===== config.mk =====
export PLATFORM = sky130hd
export DESIGN_NAME = packet_gen
export DESIGN_NICKNAME = d
export VERILOG_FILES = /design/src/rtl/packet_gen_pkg.sv /design/src/rtl/packet_gen_fifo.sv /design/src/rtl/packet_gen.sv
export SDC_FILE = /design/constraint.sdc
export NUM_CORES = 1
export LEC_CHECK = 0
export CELL_PAD_IN_SITES_DETAIL_PLACEMENT = 0
export CELL_PAD_IN_SITES_GLOBAL_PLACEMENT = 1
export CORE_MARGIN = 2
export CORE_UTILIZATION = 30
export CTS_CLUSTER_SIZE = 30
export DETAILED_ROUTE_END_ITERATION = 6
export PLACE_DENSITY = 0.61
export SYNTH_ARGS = -nofsm -noshare
export SYNTH_HDL_FRONTEND = slang
export SYNTH_SLANG_ARGS = --single-unit

===== constraint.sdc =====
create_clock -name clk -period 9.8 [get_ports clk]
set_clock_uncertainty 0.2 [all_clocks]
set_input_delay 2.94 -clock clk [delete_from_list [all_inputs] [get_ports clk]]
set_output_delay 2.94 -clock clk [all_outputs]
set_load 0.01 [all_outputs]

===== src/rtl/packet_gen_pkg.sv =====
// packet_gen_pkg: shared types and helpers for the packet generator.
//   desc_t    - 32-bit packet descriptor layout as written by software
//   state_t   - per-port framing FSM states
//   build_hdr - header word {dest, len, seq, tag}
//   build_pay - payload word {tag, 10'b0, index}
package packet_gen_pkg;

  localparam int DEST_W = 2;
  localparam int LEN_W  = 6;
  localparam int RSVD_W = 8;
  localparam int TAG_W  = 16;
  localparam int SEQ_W  = 8;
  localparam int DROP_W = 8;
  localparam int WORD_W = DEST_W + LEN_W + RSVD_W + TAG_W;

  typedef struct packed {
    logic [DEST_W-1:0] dest;
    logic [LEN_W-1:0]  len;
    logic [RSVD_W-1:0] rsvd;
    logic [TAG_W-1:0]  tag;
  } desc_t;

  typedef enum logic [1:0] {
    ST_IDLE = 2'd0,
    ST_HDR  = 2'd1,
    ST_PAY  = 2'd2
  } state_t;

  // The reserved byte of the descriptor is replaced by the running sequence.
  function automatic logic [WORD_W-1:0] build_hdr(input desc_t d, input logic [SEQ_W-1:0] seq);
    return {d.dest, d.len, seq, d.tag};
  endfunction

  function automatic logic [WORD_W-1:0] build_pay(input desc_t d, input logic [LEN_W-1:0] idx);
    return {d.tag, 10'b0, idx};
  endfunction

endpackage


===== src/rtl/packet_gen_fifo.sv =====
// desc_fifo: synchronous descriptor FIFO, no fall-through.
//   clk, rst_n   - clock, asynchronous active-low reset
//   push, wdata  - write strobe and word; ignored when full unless popping
//   pop, rdata   - read strobe and head word (rdata valid while !empty)
//   full, empty  - occupancy flags
//   count        - number of stored entries, 0..DEPTH
module desc_fifo #(
  parameter int DEPTH = 4,
  parameter int DW    = 32
) (
  input  logic                   clk,
  input  logic                   rst_n,
  input  logic                   push,
  input  logic [DW-1:0]          wdata,
  input  logic                   pop,
  output logic [DW-1:0]          rdata,
  output logic                   full,
  output logic                   empty,
  output logic [$clog2(DEPTH):0] count
);

  localparam int AW = $clog2(DEPTH);

  logic [DW-1:0] mem [DEPTH];
  logic [AW-1:0] wr_ptr;
  logic [AW-1:0] rd_ptr;
  logic          do_push;
  logic          do_pop;

  assign empty = (count == '0);
  assign full  = (count == (AW+1)'(DEPTH));
  assign rdata = mem[rd_ptr];

  // A push into a full FIFO still lands when the head leaves in the same cycle.
  assign do_pop  = pop && !empty;
  assign do_push = push && (!full || do_pop);

  always_ff @(posedge clk) begin
    if (do_push) mem[wr_ptr] <= wdata;
  end

  // Pointers wrap naturally because DEPTH is a power of two.
  always_ff @(posedge clk or negedge rst_n) begin
    if (!rst_n) begin
      wr_ptr <= '0;
      rd_ptr <= '0;
      count  <= '0;
    end else begin
      if (do_push) wr_ptr <= wr_ptr + 1'b1;
      if (do_pop)  rd_ptr <= rd_ptr + 1'b1;
      case ({do_push, do_pop})
        2'b10:   count <= count + 1'b1;
        2'b01:   count <= count - 1'b1;
        default: count <= count;
      endcase
    end
  end

endmodule


===== src/rtl/packet_gen.sv =====
// packet_gen: per-port descriptor queues expanded into framed word streams.
//   clk, reset_n      - clock, asynchronous active-low reset
//   interface_out_en  - per-port descriptor write strobe
//   interface_out     - descriptor word {dest, len, rsvd, tag}
//   pkt_valid/ready   - per-port stream handshake
//   pkt_data          - per-port stream word, port p at [p*DW +: DW]
//   pkt_sop/pkt_eop   - header-word and last-word markers
//   busy              - port framing a packet or holding queued descriptors
//   drop_cnt          - per-port saturating count of descriptors lost to a full FIFO
module packet_gen
  import packet_gen_pkg::*;
#(
  parameter int NPORTS = 4,
  parameter int DEPTH  = 4,
  parameter int DW     = 32
) (
  input  logic                     clk,
  input  logic                     reset_n,
  input  logic [NPORTS-1:0]        interface_out_en,
  input  logic [DW-1:0]            interface_out,
  output logic [NPORTS-1:0]        pkt_valid,
  output logic [NPORTS*DW-1:0]     pkt_data,
  output logic [NPORTS-1:0]        pkt_sop,
  output logic [NPORTS-1:0]        pkt_eop,
  input  logic [NPORTS-1:0]        pkt_ready,
  output logic [NPORTS-1:0]        busy,
  output logic [NPORTS*DROP_W-1:0] drop_cnt
);

  // Reset asserts immediately but is released on a clock edge, two flops deep.
  logic [1:0] rst_sync;
  logic       rst_n;

  always_ff @(posedge clk or negedge reset_n) begin
    if (!reset_n) rst_sync <= 2'b00;
    else          rst_sync <= {rst_sync[0], 1'b1};
  end

  assign rst_n = rst_sync[1];

  for (genvar p = 0; p < NPORTS; p++) begin : g_port

    logic                   fifo_pop;
    logic                   fifo_full;
    logic                   fifo_empty;
    logic [DW-1:0]          fifo_rdata;
    logic [$clog2(DEPTH):0] fifo_count;
    logic                   drop;
    state_t                 state_q, state_d;
    desc_t                  desc_q, desc_d;
    logic [SEQ_W-1:0]       seq_q, seq_d;
    logic [LEN_W-1:0]       idx_q, idx_d;
    logic [DROP_W-1:0]      drops_q;
    logic                   valid, sop, eop;
    logic [DW-1:0]          data;

    desc_fifo #(.DEPTH(DEPTH), .DW(DW)) u_fifo (
      .clk   (clk),
      .rst_n (rst_n),
      .push  (interface_out_en[p]),
      .wdata (interface_out),
      .pop   (fifo_pop),
      .rdata (fifo_rdata),
      .full  (fifo_full),
      .empty (fifo_empty),
      .count (fifo_count)
    );

    // Matches the FIFO's own acceptance rule: full and the head is not leaving.
    assign drop = interface_out_en[p] && fifo_full && !fifo_pop;

    always_ff @(posedge clk or negedge rst_n) begin
      if (!rst_n) begin
        state_q <= ST_IDLE;
        desc_q  <= '0;
        seq_q   <= '0;
        idx_q   <= '0;
        drops_q <= '0;
      end else begin
        state_q <= state_d;
        desc_q  <= desc_d;
        seq_q   <= seq_d;
        idx_q   <= idx_d;
        if (drop && (drops_q != '1)) drops_q <= drops_q + 1'b1;
      end
    end

    // Stream outputs come straight from registered state, so they hold
    // stable for as long as ready stays low.
    always_comb begin
      state_d  = state_q;
      desc_d   = desc_q;
      seq_d    = seq_q;
      idx_d    = idx_q;
      fifo_pop = 1'b0;
      valid    = 1'b0;
      sop      = 1'b0;
      eop      = 1'b0;
      data     = '0;
      case (state_q)
        ST_IDLE: begin
          if (!fifo_empty) begin
            fifo_pop = 1'b1;
            desc_d   = desc_t'(fifo_rdata);
            state_d  = ST_HDR;
          end
        end
        ST_HDR: begin
          valid = 1'b1;
          sop   = 1'b1;
          eop   = (desc_q.len == '0);
          data  = build_hdr(desc_q, seq_q);
          if (pkt_ready[p]) begin
            seq_d = seq_q + 1'b1;
            if (desc_q.len == '0) begin
              state_d = ST_IDLE;
            end else begin
              state_d = ST_PAY;
              idx_d   = LEN_W'(1);
            end
          end
        end
        ST_PAY: begin
          valid = 1'b1;
          eop   = (idx_q == desc_q.len);
          data  = build_pay(desc_q, idx_q);
          if (pkt_ready[p]) begin
            if (idx_q == desc_q.len) state_d = ST_IDLE;
            else                     idx_d   = idx_q + 1'b1;
          end
        end
        default: state_d = ST_IDLE;
      endcase
    end

    assign pkt_valid[p]                 = valid;
    assign pkt_sop[p]                   = sop;
    assign pkt_eop[p]                   = eop;
    assign pkt_data[p*DW +: DW]         = data;
    assign busy[p]                      = (state_q != ST_IDLE) || (fifo_count != '0);
    assign drop_cnt[p*DROP_W +: DROP_W] = drops_q;

  end

endmodule


==> results of run 1 <==
sequential cells by signal, summed over array words and instances (netlist names):
| name | cells |
|---|---|
| g_port.state_q | 8 |
| g_port.u_fifo.mem | 384 |
| g_port.seq_q | 32 |
| g_port.u_fifo.count | 12 |
| g_port.idx_q | 24 |
| g_port.desc_q | 96 |
| g_port.drops_q | 32 |
| g_port.u_fifo.rd_ptr | 8 |
| g_port.u_fifo.wr_ptr | 8 |
| rst_sync | 2 |
layout by cell type (no fill, tap or decap), types with 5 or more instances in the layout:
cell type	n
xnor2_1	65
nand4_1	20
diode_2	5
dfrtp_1	221
nand2b_1	6
nand3_1	30
mux2_2	112
nor2b_1	84
nor4_1	5
edfxtp_1	384
buf_4	22
clkinv_1	5
inv_1	42
xor2_1	39
and2_1	58
clkdlybuf4s50_1	209
o21ai_0	20
a31oi_1	8
a22oi_1	78
and3_1	17
a21oi_1	6
nand2_1	73
clkbuf_1	27
nor3_1	10
clkinv_2	11
mux4_2	96
clkbuf_16	73
a21boi_0	12
mux2i_1	5
nor2_1	26
ha_1	48
logic make-up (layout without fill, tap and decap cells):
kind of cell	after synthesis	after routing	share of synthesized area [%]
xor gates and xnor gates	104	104	3.52
buffers and inverters	134	408	2.19
DFF	606	606	66.0
AOI/OAI and AO/OA	160	160	4.69
adders and majority gates	52	52	2.63
and+or+nand+nor	352	352	7.58
muxes	213	213	13.4
other	1	6	0.0145
layout make-up:
cell class | instances | area (µm²)
fillers | 8071 | 54000
flip-flops and latches | 606 | 17100
multi-input cells | 882 | 8250
repair buffers | 232 | 2280
clock buffers | 104 | 1980
well taps | 1144 | 1430
clock inverters | 26 | 221
inverters | 46 | 173
diodes | 5 | 12.5
power by group through the flow:
stage | Clock (mW) | Combinational (mW) | Sequential (mW)
finish | 2.49 | 3.62 | 4.07
global route | 2.67 | 3.98 | 4.16
CTS | 2.57 | 3.72 | 4.09
detailed placement | 0 | 3.71 | 4.13
global placement | 0 | 3.65 | 4.10
floorplan | 0 | 2.55 | 3.86
worst paths after layout:
kind / endpoint / start / slack [ps]
min reg2reg: rst_sync[1]$_DFF_PN0_ / rst_sync[0]$_DFF_PN0_ / 150
max in group asynchronous: rst_sync[1]$_DFF_PN0_ / reset_n / 6960
max: pkt_eop[1] / g_port[1].state_q[0]$_DFFE_PN0P_ / 3460
max reg2reg: g_port[2].idx_q[5]$_DFFE_PN0P_ / g_port[2].state_q[1]$_DFFE_PN0P_ / 6340
min in group asynchronous: g_port[1].desc_q[7]$_DFFE_PN0P_ / rst_sync[1]$_DFF_PN0_ / 230
min: rst_sync[1]$_DFF_PN0_ / rst_sync[0]$_DFF_PN0_ / 150
metrics by stage:
step | worst slack (ps) | utilization [%] | instance area, µm²
floorplan | 2960 | - | 25900
global placement | 4090 | 34.2 | 29200
detailed placement | 4010 | 34.2 | 29200
CTS | 3340 | 36.8 | 31400
global route | 3170 | 36.8 | 31400
finish | 3460 | 36.8 | 31400
metal layers:
metal / vias up / wire, µm / part of all wire, % / global-route usage [%]
li1: 6550 / - / - / -
met1: 7561 / 26800 / 43 / 18.3
met2: 218 / 31600 / 51 / 23.6
met3: 86 / 2390 / 3.9 / 2.76
met4: 10 / 1100 / 1.8 / 3.43
met5: - / 64 / 0.10 / 0
worst register-to-register path, stage by stage (launching register included):
cell     delay (ps)
dfrtp_1         380
inv_1           120
ha_1            970
o21ai_0         220
a31oi_1         190
o21ai_0         430
or4b_2          780
nand3_1         100
==> reports/metrics.csv, run 1 <==
stage,metric,value,unit
timing,timing.fmax,0.158,GHz
worst_setup_path,rr_worst_depth,7,
clock_network,cts_resized,0,
yosys,synth_nets,1716,
yosys,yosysMostFrequentCell,edfxtp_1,
worst_setup_path,cp_max_fo,29,
cells_and_area,syn_to_final_growth,21.4,%
yosys,synth.distinct_cells,61,
clock_network,clockBufferDepth,3,
grt,grt_max_degree,160,
yosys,syn_area_per_cell,16.0,µm²
clock_network,htreeDepth,3,
grt,antenna_found_initial,5,
timing,min_period,6340,ps
min_path,hold_path.class,reg -> reg,
worst_setup_path,crit_top_cell,inv_1,
yosys,synthCells,1622,
run_status,run_status,finished clean,
clock_network,clock-sinks,606,
clock_network,cts_made_buffers,70,
placed_design,dp_hpwl,39600,µm
placed_design,dp_cells,2910,
clock_network,clk_latency,600,ps
cells_and_area,final_cells,3045,
worst_setup_path,startpoint_type,flop,
routing,routedWlPerCell,20.4,µm
power_and_ir_drop,pwr-share-seq,40.0,%
power_and_ir_drop,pwr-share-clk,24.5,%
die,ioPinCount,218,
die,die_area,88700,µm²
routing,wl,62000,µm
timing,tns,0,ps
cells_and_area,drive_gt1_share,18.6,%
die,core_area,85400,µm²
routing,dr.pass1.iters,5,
worst_setup_path,cp_slowest_cell,ha_1,
power_and_ir_drop,total_power,10.2,mW
worst_setup_path,cp_cell_sequence,inv_1 -> ha_1 -> inv_1 -> o21ai_0 -> and2_1 -> clkdlybuf4s50_1,
timing,timing.final.hold_violations,0,
die,start_util,30.3,%
worst_setup_path,cp.depth,6,
grt,grt_pass1_wl,94000,µm
yosys,yosysWarnings,0,
power_and_ir_drop,p_int,6.85,mW
timing,period_share,64.7,%
die,rows,107,
worst_setup_path,path_delay_family,buffers and inverters,
worst_setup_path,criticalPathCategory,reg -> out,
routing,num_vias,14400,
power_and_ir_drop,switching_power,3.33,mW
worst_setup_path,endpoint_kind,primary output,
routing,via_per_inst,4.74,
timing,holdWs,148,ps
power_and_ir_drop,power.density,324,nW/µm²
die,die_w,298,µm
power_and_ir_drop,combPwrFrac,35.6,%
power_and_ir_drop,leakage,11.2,nW
cells_and_area,nets,1932,
worst_setup_path,cp.required,6660,ps
grt,grt_usage,13.9,%
routing,ant_nets,0,
placed_design,io_buffers,209,
timing,final-setup-viol-count,0,
clock_network,cts_setup_buffers,0,
power_and_ir_drop,switching_share,32.7,%
min_path,min_path_cells,0,
clock_network,ctsHoldBuffers,0,
grt,grt_pass1_vias,15000,
placed_design,place.gp.congestion,0.759,
routing,drcViolationCount,0,
job,maxCapViolations,0,
timing,max_slew.worst_pin.slew,1250,ps
yosys,ys_ff_latch,606,
power_and_ir_drop,vdd_drop_max,0.000111,V
yosys,synth_edf_count,384,
timing,rsz0062_at_grt,no,
clock_network,cts_tree,built,
timing,slew_headroom,17.0,%
clock_network,root_buffer,clkbuf_16,
yosys,yosysTopAreaCellShare,44.5,%
worst_setup_path,critPathArrivalTime,3200,ps
timing,finalMaxSlewViolations,0,
yosys,synth.largest_area_cell,edfxtp_1,
worst_setup_path,path_buf_inv,3,
die,die_h,298,µm
yosys,seq_area_frac_synth,66.0,%
grt,overflow,0,
worst_setup_path,crit_path_max_incr_delay,860,ps
routing,drt_iter0_markers,1014,
clock_network,cts.clk_slew.worst_paths,60,ps
yosys,synth_top_cells_by_count,"edfxtp_1, dfrtp_1, mux2_2",
yosys,synth-main-ff-cell,edfxtp_1,
yosys,netlist_area,25900,µm²
yosys,synthTopCellsByArea,"edfxtp_1, dfrtp_1, mux4_2",
yosys,synthArstFlopShare,36.6,%
Power figures use the tool's default switching activity.
==> run 2: changes to the inputs <==
--- a/config.mk
+++ b/config.mk
@@ -11,7 +11,7 @@
 export CORE_UTILIZATION = 30
 export CTS_CLUSTER_SIZE = 30
 export DETAILED_ROUTE_END_ITERATION = 6
-export PLACE_DENSITY = 0.61
+export PLACE_DENSITY = 0.63
 export SYNTH_ARGS = -nofsm -noshare
 export SYNTH_HDL_FRONTEND = slang
 export SYNTH_SLANG_ARGS = --single-unit
==> constraint.sdc (replaced) <==
create_clock -name clk -period 5.6 [get_ports clk]
set_clock_uncertainty 0.2 [all_clocks]
set_input_delay 1.68 -clock clk [delete_from_list [all_inputs] [get_ports clk]]
set_output_delay 1.68 -clock clk [all_outputs]
set_load 0.01 [all_outputs]
==> run 2 against run 1 <==
  * Global-route usage is 0.22 points lower
  * Flip-flop and latch count unchanged
  * Clock power is 74% higher
  * Sequential power increased by 75%
  * First-iteration DRC count is 8.0% lower
  * Clock-buffer cell count is 9 lower
  * Critical endpoint is now pkt_data[67]
  * Largest cell class unchanged
  * Largest power group unchanged
==> reports/metrics.csv, run 2 (synthesis results as in run 1) <==
stage,metric,value,unit,change
run_status,run_status,finished clean,,
routing,drt_iter0_markers,933,,-8.0%
die,rows,107,,unchanged
worst_setup_path,cp.required,3720,ps,-2940 ps
clock_network,clk_latency,590,ps,about the same
clock_network,cts.clk_slew.worst_paths,60,ps,about the same
worst_setup_path,endpoint_kind,primary output,,
routing,drcViolationCount,0,,unchanged
clock_network,cts_made_buffers,69,,-1.4%
clock_network,clockBufferDepth,3,,unchanged
grt,grt_pass1_vias,15000,,-0.27%
cells_and_area,drive_gt1_share,18.8,%,+0.15 points
routing,ant_nets,0,,unchanged
placed_design,dp_hpwl,39800,µm,+0.48%
worst_setup_path,critPathArrivalTime,3020,ps,-180 ps
clock_network,htreeDepth,3,,unchanged
clock_network,clock-sinks,606,,unchanged
routing,num_vias,14400,,-0.17%
grt,grt_max_degree,131,,-18%
grt,overflow,0,,unchanged
placed_design,place.gp.congestion,0.763,,+0.51%
cells_and_area,final_common_cell,edfxtp_1,,
routing,dr.pass1.iters,5,,unchanged
grt,antenna_found_initial,5,,unchanged
timing,tns,0,ps,unchanged
clock_network,root_buffer,clkbuf_16,,
cells_and_area,largest_register,g_port.u_fifo.mem,,
timing,slew_headroom,17.6,%,+0.66 points
grt,use_met2,23.5,%,-0.10 points
power_and_ir_drop,vdd_drop_max,0.000213,V,+92%
worst_setup_path,cp_max_fo,39,,+34%
clock_network,ctsHoldBuffers,0,,unchanged
die,start_util,30.3,%,unchanged
die,ioPinCount,218,,unchanged
worst_setup_path,criticalPathCategory,reg -> out,,
timing,finalMaxSlewViolations,0,,unchanged
power_and_ir_drop,leakage,11.2,nW,about the same
job,maxCapViolations,0,,unchanged
routing,wl,61300,µm,-1.1%
clock_network,cts_resized,0,,unchanged
power_and_ir_drop,power.density,566,nW/µm²,+75%
cells_and_area,nets,1936,,+0.21%
cells_and_area,largest_reg_flops,384,,unchanged
grt,grtUsageMet3,2.93,%,+0.17 points
min_path,hold_path.class,reg -> async,,
die,die_w,298,µm,unchanged
routing,via_per_inst,4.74,,about the same
power_and_ir_drop,total_power,17.8,mW,+75%
timing,timing.fmax,0.204,GHz,
worst_setup_path,startpoint_type,flop,,
clock_network,cts_setup_buffers,0,,unchanged
die,die_area,88700,µm²,unchanged
cells_and_area,layout_common_cells,"edfxtp_1, dfrtp_1, clkdlybuf4s50_1, mux2_2, mux4_2",,
routing,routedWlPerCell,20.2,µm,-0.96%
die,core_area,85400,µm²,unchanged
grt,grtUsageMet1,17.7,%,-0.59 points
timing,min_period,4900,ps,
placed_design,io_buffers,209,,unchanged
clock_network,cts_tree,built,,
grt,grt_usage,13.7,%,-0.22 points
die,die_h,298,µm,unchanged
timing,rsz0062_at_grt,no,,
cells_and_area,syn_to_final_growth,21.4,%,about the same
timing,period_share,87.6,%,
grt,grt_pass1_wl,93100,µm,-0.95%
timing,final-setup-viol-count,0,,unchanged
grt,grt-busiest-layer,met2,,
timing,timing.final.hold_violations,0,,unchanged
cells_and_area,largest_registers,"g_port.u_fifo.mem (384), g_port.desc_q (96)",,
timing,max_slew.worst_pin.slew,1240,ps,-9.83 ps
## run 2: changes by cell type in the layout (fill, tap and decap cells not counted), sizes merged
cell,change
buf,+5
diode,-1
clkbuf,-9
clkinvlp,+1
inv,-3
clkinv,+2
## run 2: layout make-up
cell class	count	area [µm²]
sequential	606	17100
clock buffer	95	1960
fill	8102	54000
antenna	4	10.0
tap	1144	1430
inverter	46	173
timing repair buffer	237	2310
clock inverter	26	215
multi-input combinational	882	8250
## run 2: worst max-delay path: stages (launching register included)
cell and delay, ps:
dfrtp_1 380, inv_1 120, ha_1 950, nand2_1 150, a21boi_0 260, clkdlybuf4s50_1 580
## run 2: per-layer routing
layer | routed length [µm] | vias up
met5 | 49 | -
met4 | 805 | 8
met3 | 2680 | 67
met2 | 31300 | 250
met1 | 26500 | 7534
li1 | - | 6542
## run 2: per-stage QoR
step           hold WS, ps  setup slack [ps]  std cells  util, %  instance area, µm²
2_1_floorplan          131              1750       1622        -               25900
3_3_place_gp           112              1300       2915     34.3               29300
3_5_place_dp           110              1280       2915     34.3               29300
4_1_cts                116               633       3036     36.8               31400
5_1_grt                144               405       3036     36.8               31400
6_report              94.2               697       3040     36.8               31400
## run 2: power breakdown
part	switching, mW	internal (mW)	total [mW]
clock	1.76	2.58	4.34
combinational	3.05	3.31	6.37
sequential	1.01	6.10	7.11
total	5.82	12.0	17.8
## run 2: path summary, 6_finish.rpt
| check | startpoint | to | slack [ps] | cells past startpoint |
|---|---|---|---|---|
| worst max-delay path | g_port[2].state_q[1]$_DFFE_PN0P_ | pkt_data[67] | 700 | 5 |
| worst min-delay path | rst_sync[1]$_DFF_PN0_ | g_port[1].desc_q[6]$_DFFE_PN0P_ | 90 | 0 |
| min in group clk | rst_sync[0]$_DFF_PN0_ | rst_sync[1]$_DFF_PN0_ | 150 | 0 |
| worst max register to register | g_port[2].state_q[1]$_DFFE_PN0P_ | g_port[2].idx_q[5]$_DFFE_PN0P_ | 2210 | 7 |
| max in group asynchronous | rst_sync[1]$_DFF_PN0_ | g_port[2].seq_q[3]$_DFFE_PN0P_ | 3920 | 1 |
| worst min register to register | rst_sync[1]$_DFF_PN0_ | g_port[1].desc_q[6]$_DFFE_PN0P_ | 90 | 0 |
==> edit, RTL diff (flow settings as in run 1) <==
Encoding of `state_t`: now one-hot (3 bits for 3 states).
--- a/src/rtl/packet_gen_pkg.sv
+++ b/src/rtl/packet_gen_pkg.sv
@@ -20,10 +20,10 @@
     logic [TAG_W-1:0]  tag;
   } desc_t;
 
-  typedef enum logic [1:0] {
-    ST_IDLE = 2'd0,
-    ST_HDR  = 2'd1,
-    ST_PAY  = 2'd2
+  typedef enum logic [2:0] {
+    ST_IDLE = 3'b001,
+    ST_HDR  = 3'b010,
+    ST_PAY  = 3'b100
   } state_t;
 
   // The reserved byte of the descriptor is replaced by the running sequence.
Formal check against the unedited RTL: no difference found for any inputs over 4 cycles, from zero or initial values and one cycle with reset_n low; so few cycles prove little.
==> edit against run 1 <==
Wire length shrank 1.3%. Largest power group unchanged. Total power shrank 6.7%. Sequential cell count grew 4. Fmax grew 1.4%. Count of clock-buffer cells in the layout shrank 11. Cell area shrank 1.3%. Area after synthesis shrank 2.0%. Worst setup slack gained 0.085 ns. Combinational power shrank 20%. Core utilization grew 0.27 points.
==> edit: results (changes against run 1) <==
gr usage total -> 0.1417 (+0.002516)
number of iterations in the first detailed-routing pass -> 5 (unchanged)
dpl cell area -> 28,800 um^2 (-1.4%)
r2r endpoint -> g_port[2].u_fifo.count[2]$_DFFE_PN0P_
vias per inst -> 4.733 (about the same)
Post-synth top cells -> edfxtp_1 (384), dfrtp_1 (222), mux2_2 (102)
number of antenna violations at the first check in global routing -> 4 (-1)
Num CTS Buffers -> 68 (-2.9%)
Post-Place Setup Slack -> 4.199 ns (+0.1869 ns)
Slowest-stage cell, CP -> nor3b_4
clock tree buffer depth -> 3 (unchanged)
R2R Path Start -> g_port[2].state_q[0]$_DFFE_PN1P_
1st-iter DRT viols -> 824 (-19%)
GRT met1 Usage -> 0.1818 (-0.001530)
met2 usage -> 0.2447 (+0.009164)
outcome -> completed
Max Freq -> 159.8 MHz (+1.4%)
Synth async-reset ratio -> 0.3705 (+0.004155)
GPL Wtd Cong -> 0.7427 (-2.1%)
CP Launch Point -> g_port[2].state_q[1]$_DFFE_PN0P_
top post-synthesis cells by area -> edfxtp_1 (45%), dfrtp_1 (22%), mux4_2 (8.5%), mux2_2 (4.5%), a22o_1 (3.1%)
syn nets -> 1,602 (-6.6%)
Static Leak -> 0.01130 uW (+0.89%)
Worst Hold Path Cells -> 0 (unchanged)
Slew HR -> 0.1661 (-0.003591)
R2R cell count -> 8 (+1)
vias in the first global route -> 14,598 (-2.7%)
post-detail-place hpwl -> 38,880 um (-1.9%)
WL final -> 61,160 um (-1.3%)
CP arrival -> 3.12 ns (-0.08 ns)
Nets -> 1,835 (-5.0%)
VDD IR max -> 0.0001311 V (+18%)
share of cells above drive strength 1 -> 0.2003 (+0.01415)
Netlist cell types -> 60 (-1.6%)
critical path endpoint -> pkt_eop[2]
GRT met3 Usage -> 0.02398 (-0.003657)
## edit: cell count changes after synthesis, moves of 9 or more
cell	change
mux2_2	-10
ha_1	-16
nand2_1	-27
nor2b_1	-82
a21boi_0	-12
buf_1	-9
nor2_1	+15
a22oi_1	-78
a22o_1	+88
## edit: per-layer routing
layer / vias to the layer above / share of wire
met4: 6 / 0.019
met5: - / 0.00059
met3: 83 / 0.044
li1: 6327 / -
met1: 7335 / 0.42
met2: 235 / 0.51
## edit: per-stage QoR
stage	hold WS, ns	instances	util	power (uW)
floorplan	0.1312	1524	-	5971
global placement	0.1339	2821	0.3442	7042
detailed placement	0.1371	2821	0.3442	7127
CTS	0.1501	2946	0.3705	9676
global route	0.1697	2946	0.3705	10050
finish	0.1497	2955	0.3708	9496
## edit: cells by family (layout without fill, tap and decap cells)
kind of cell               after synthesis  after routing  share of synthesized area
muxes                                  203            203                     0.1323
AOI/OAI and AO/OA                      166            166                    0.05144
xor gates and xnor gates               105            105                    0.03621
DFF                                    610            610                     0.6769
buffers and inverters                  120            408                    0.02143
and+or+nand+nor                        283            283                    0.06257
other                                    1             10                  0.0001477
adders and majority gates               36             36                    0.01892
## edit: power by group
group,switching [uW],leakage [uW],internal (uW),total [uW]
sequential,592,0.00631,3490,4080
clock,1040,0.00108,1470,2500
combinational,1380,0.00391,1530,2910
total,3010,0.0113,6490,9500
## edit: area by class of cell
cell class,instances,area (um^2)
Antenna cell,9,22.52
Clock buffer,93,1888
Clock inverter,32,317.8
Fill cell,7807,52660
Inverter,39,146.4
Multi-Input combinational cell,794,7686
Sequential cell,610,17200
Tap cell,1134,1419
Timing Repair Buffer,244,2355
## edit: worst max-delay path, delay by kind of cell, from the launching register on
| family | cells | cell delay, ns |
|---|---|---|
| and+or+nand+nor | 3 | 1.42 |
| buffers and inverters | 1 | 0.55 |
| DFF | 1 | 0.54 |
## edit: worst min-delay path by stage
stage                               start               endpoint
floorplan           rst_sync[0]$_DFF_PN0_  rst_sync[1]$_DFF_PN0_
global placement    rst_sync[0]$_DFF_PN0_  rst_sync[1]$_DFF_PN0_
detailed placement  rst_sync[0]$_DFF_PN0_  rst_sync[1]$_DFF_PN0_
CTS                 rst_sync[0]$_DFF_PN0_  rst_sync[1]$_DFF_PN0_
global route        rst_sync[0]$_DFF_PN0_  rst_sync[1]$_DFF_PN0_
finish              rst_sync[0]$_DFF_PN0_  rst_sync[1]$_DFF_PN0_
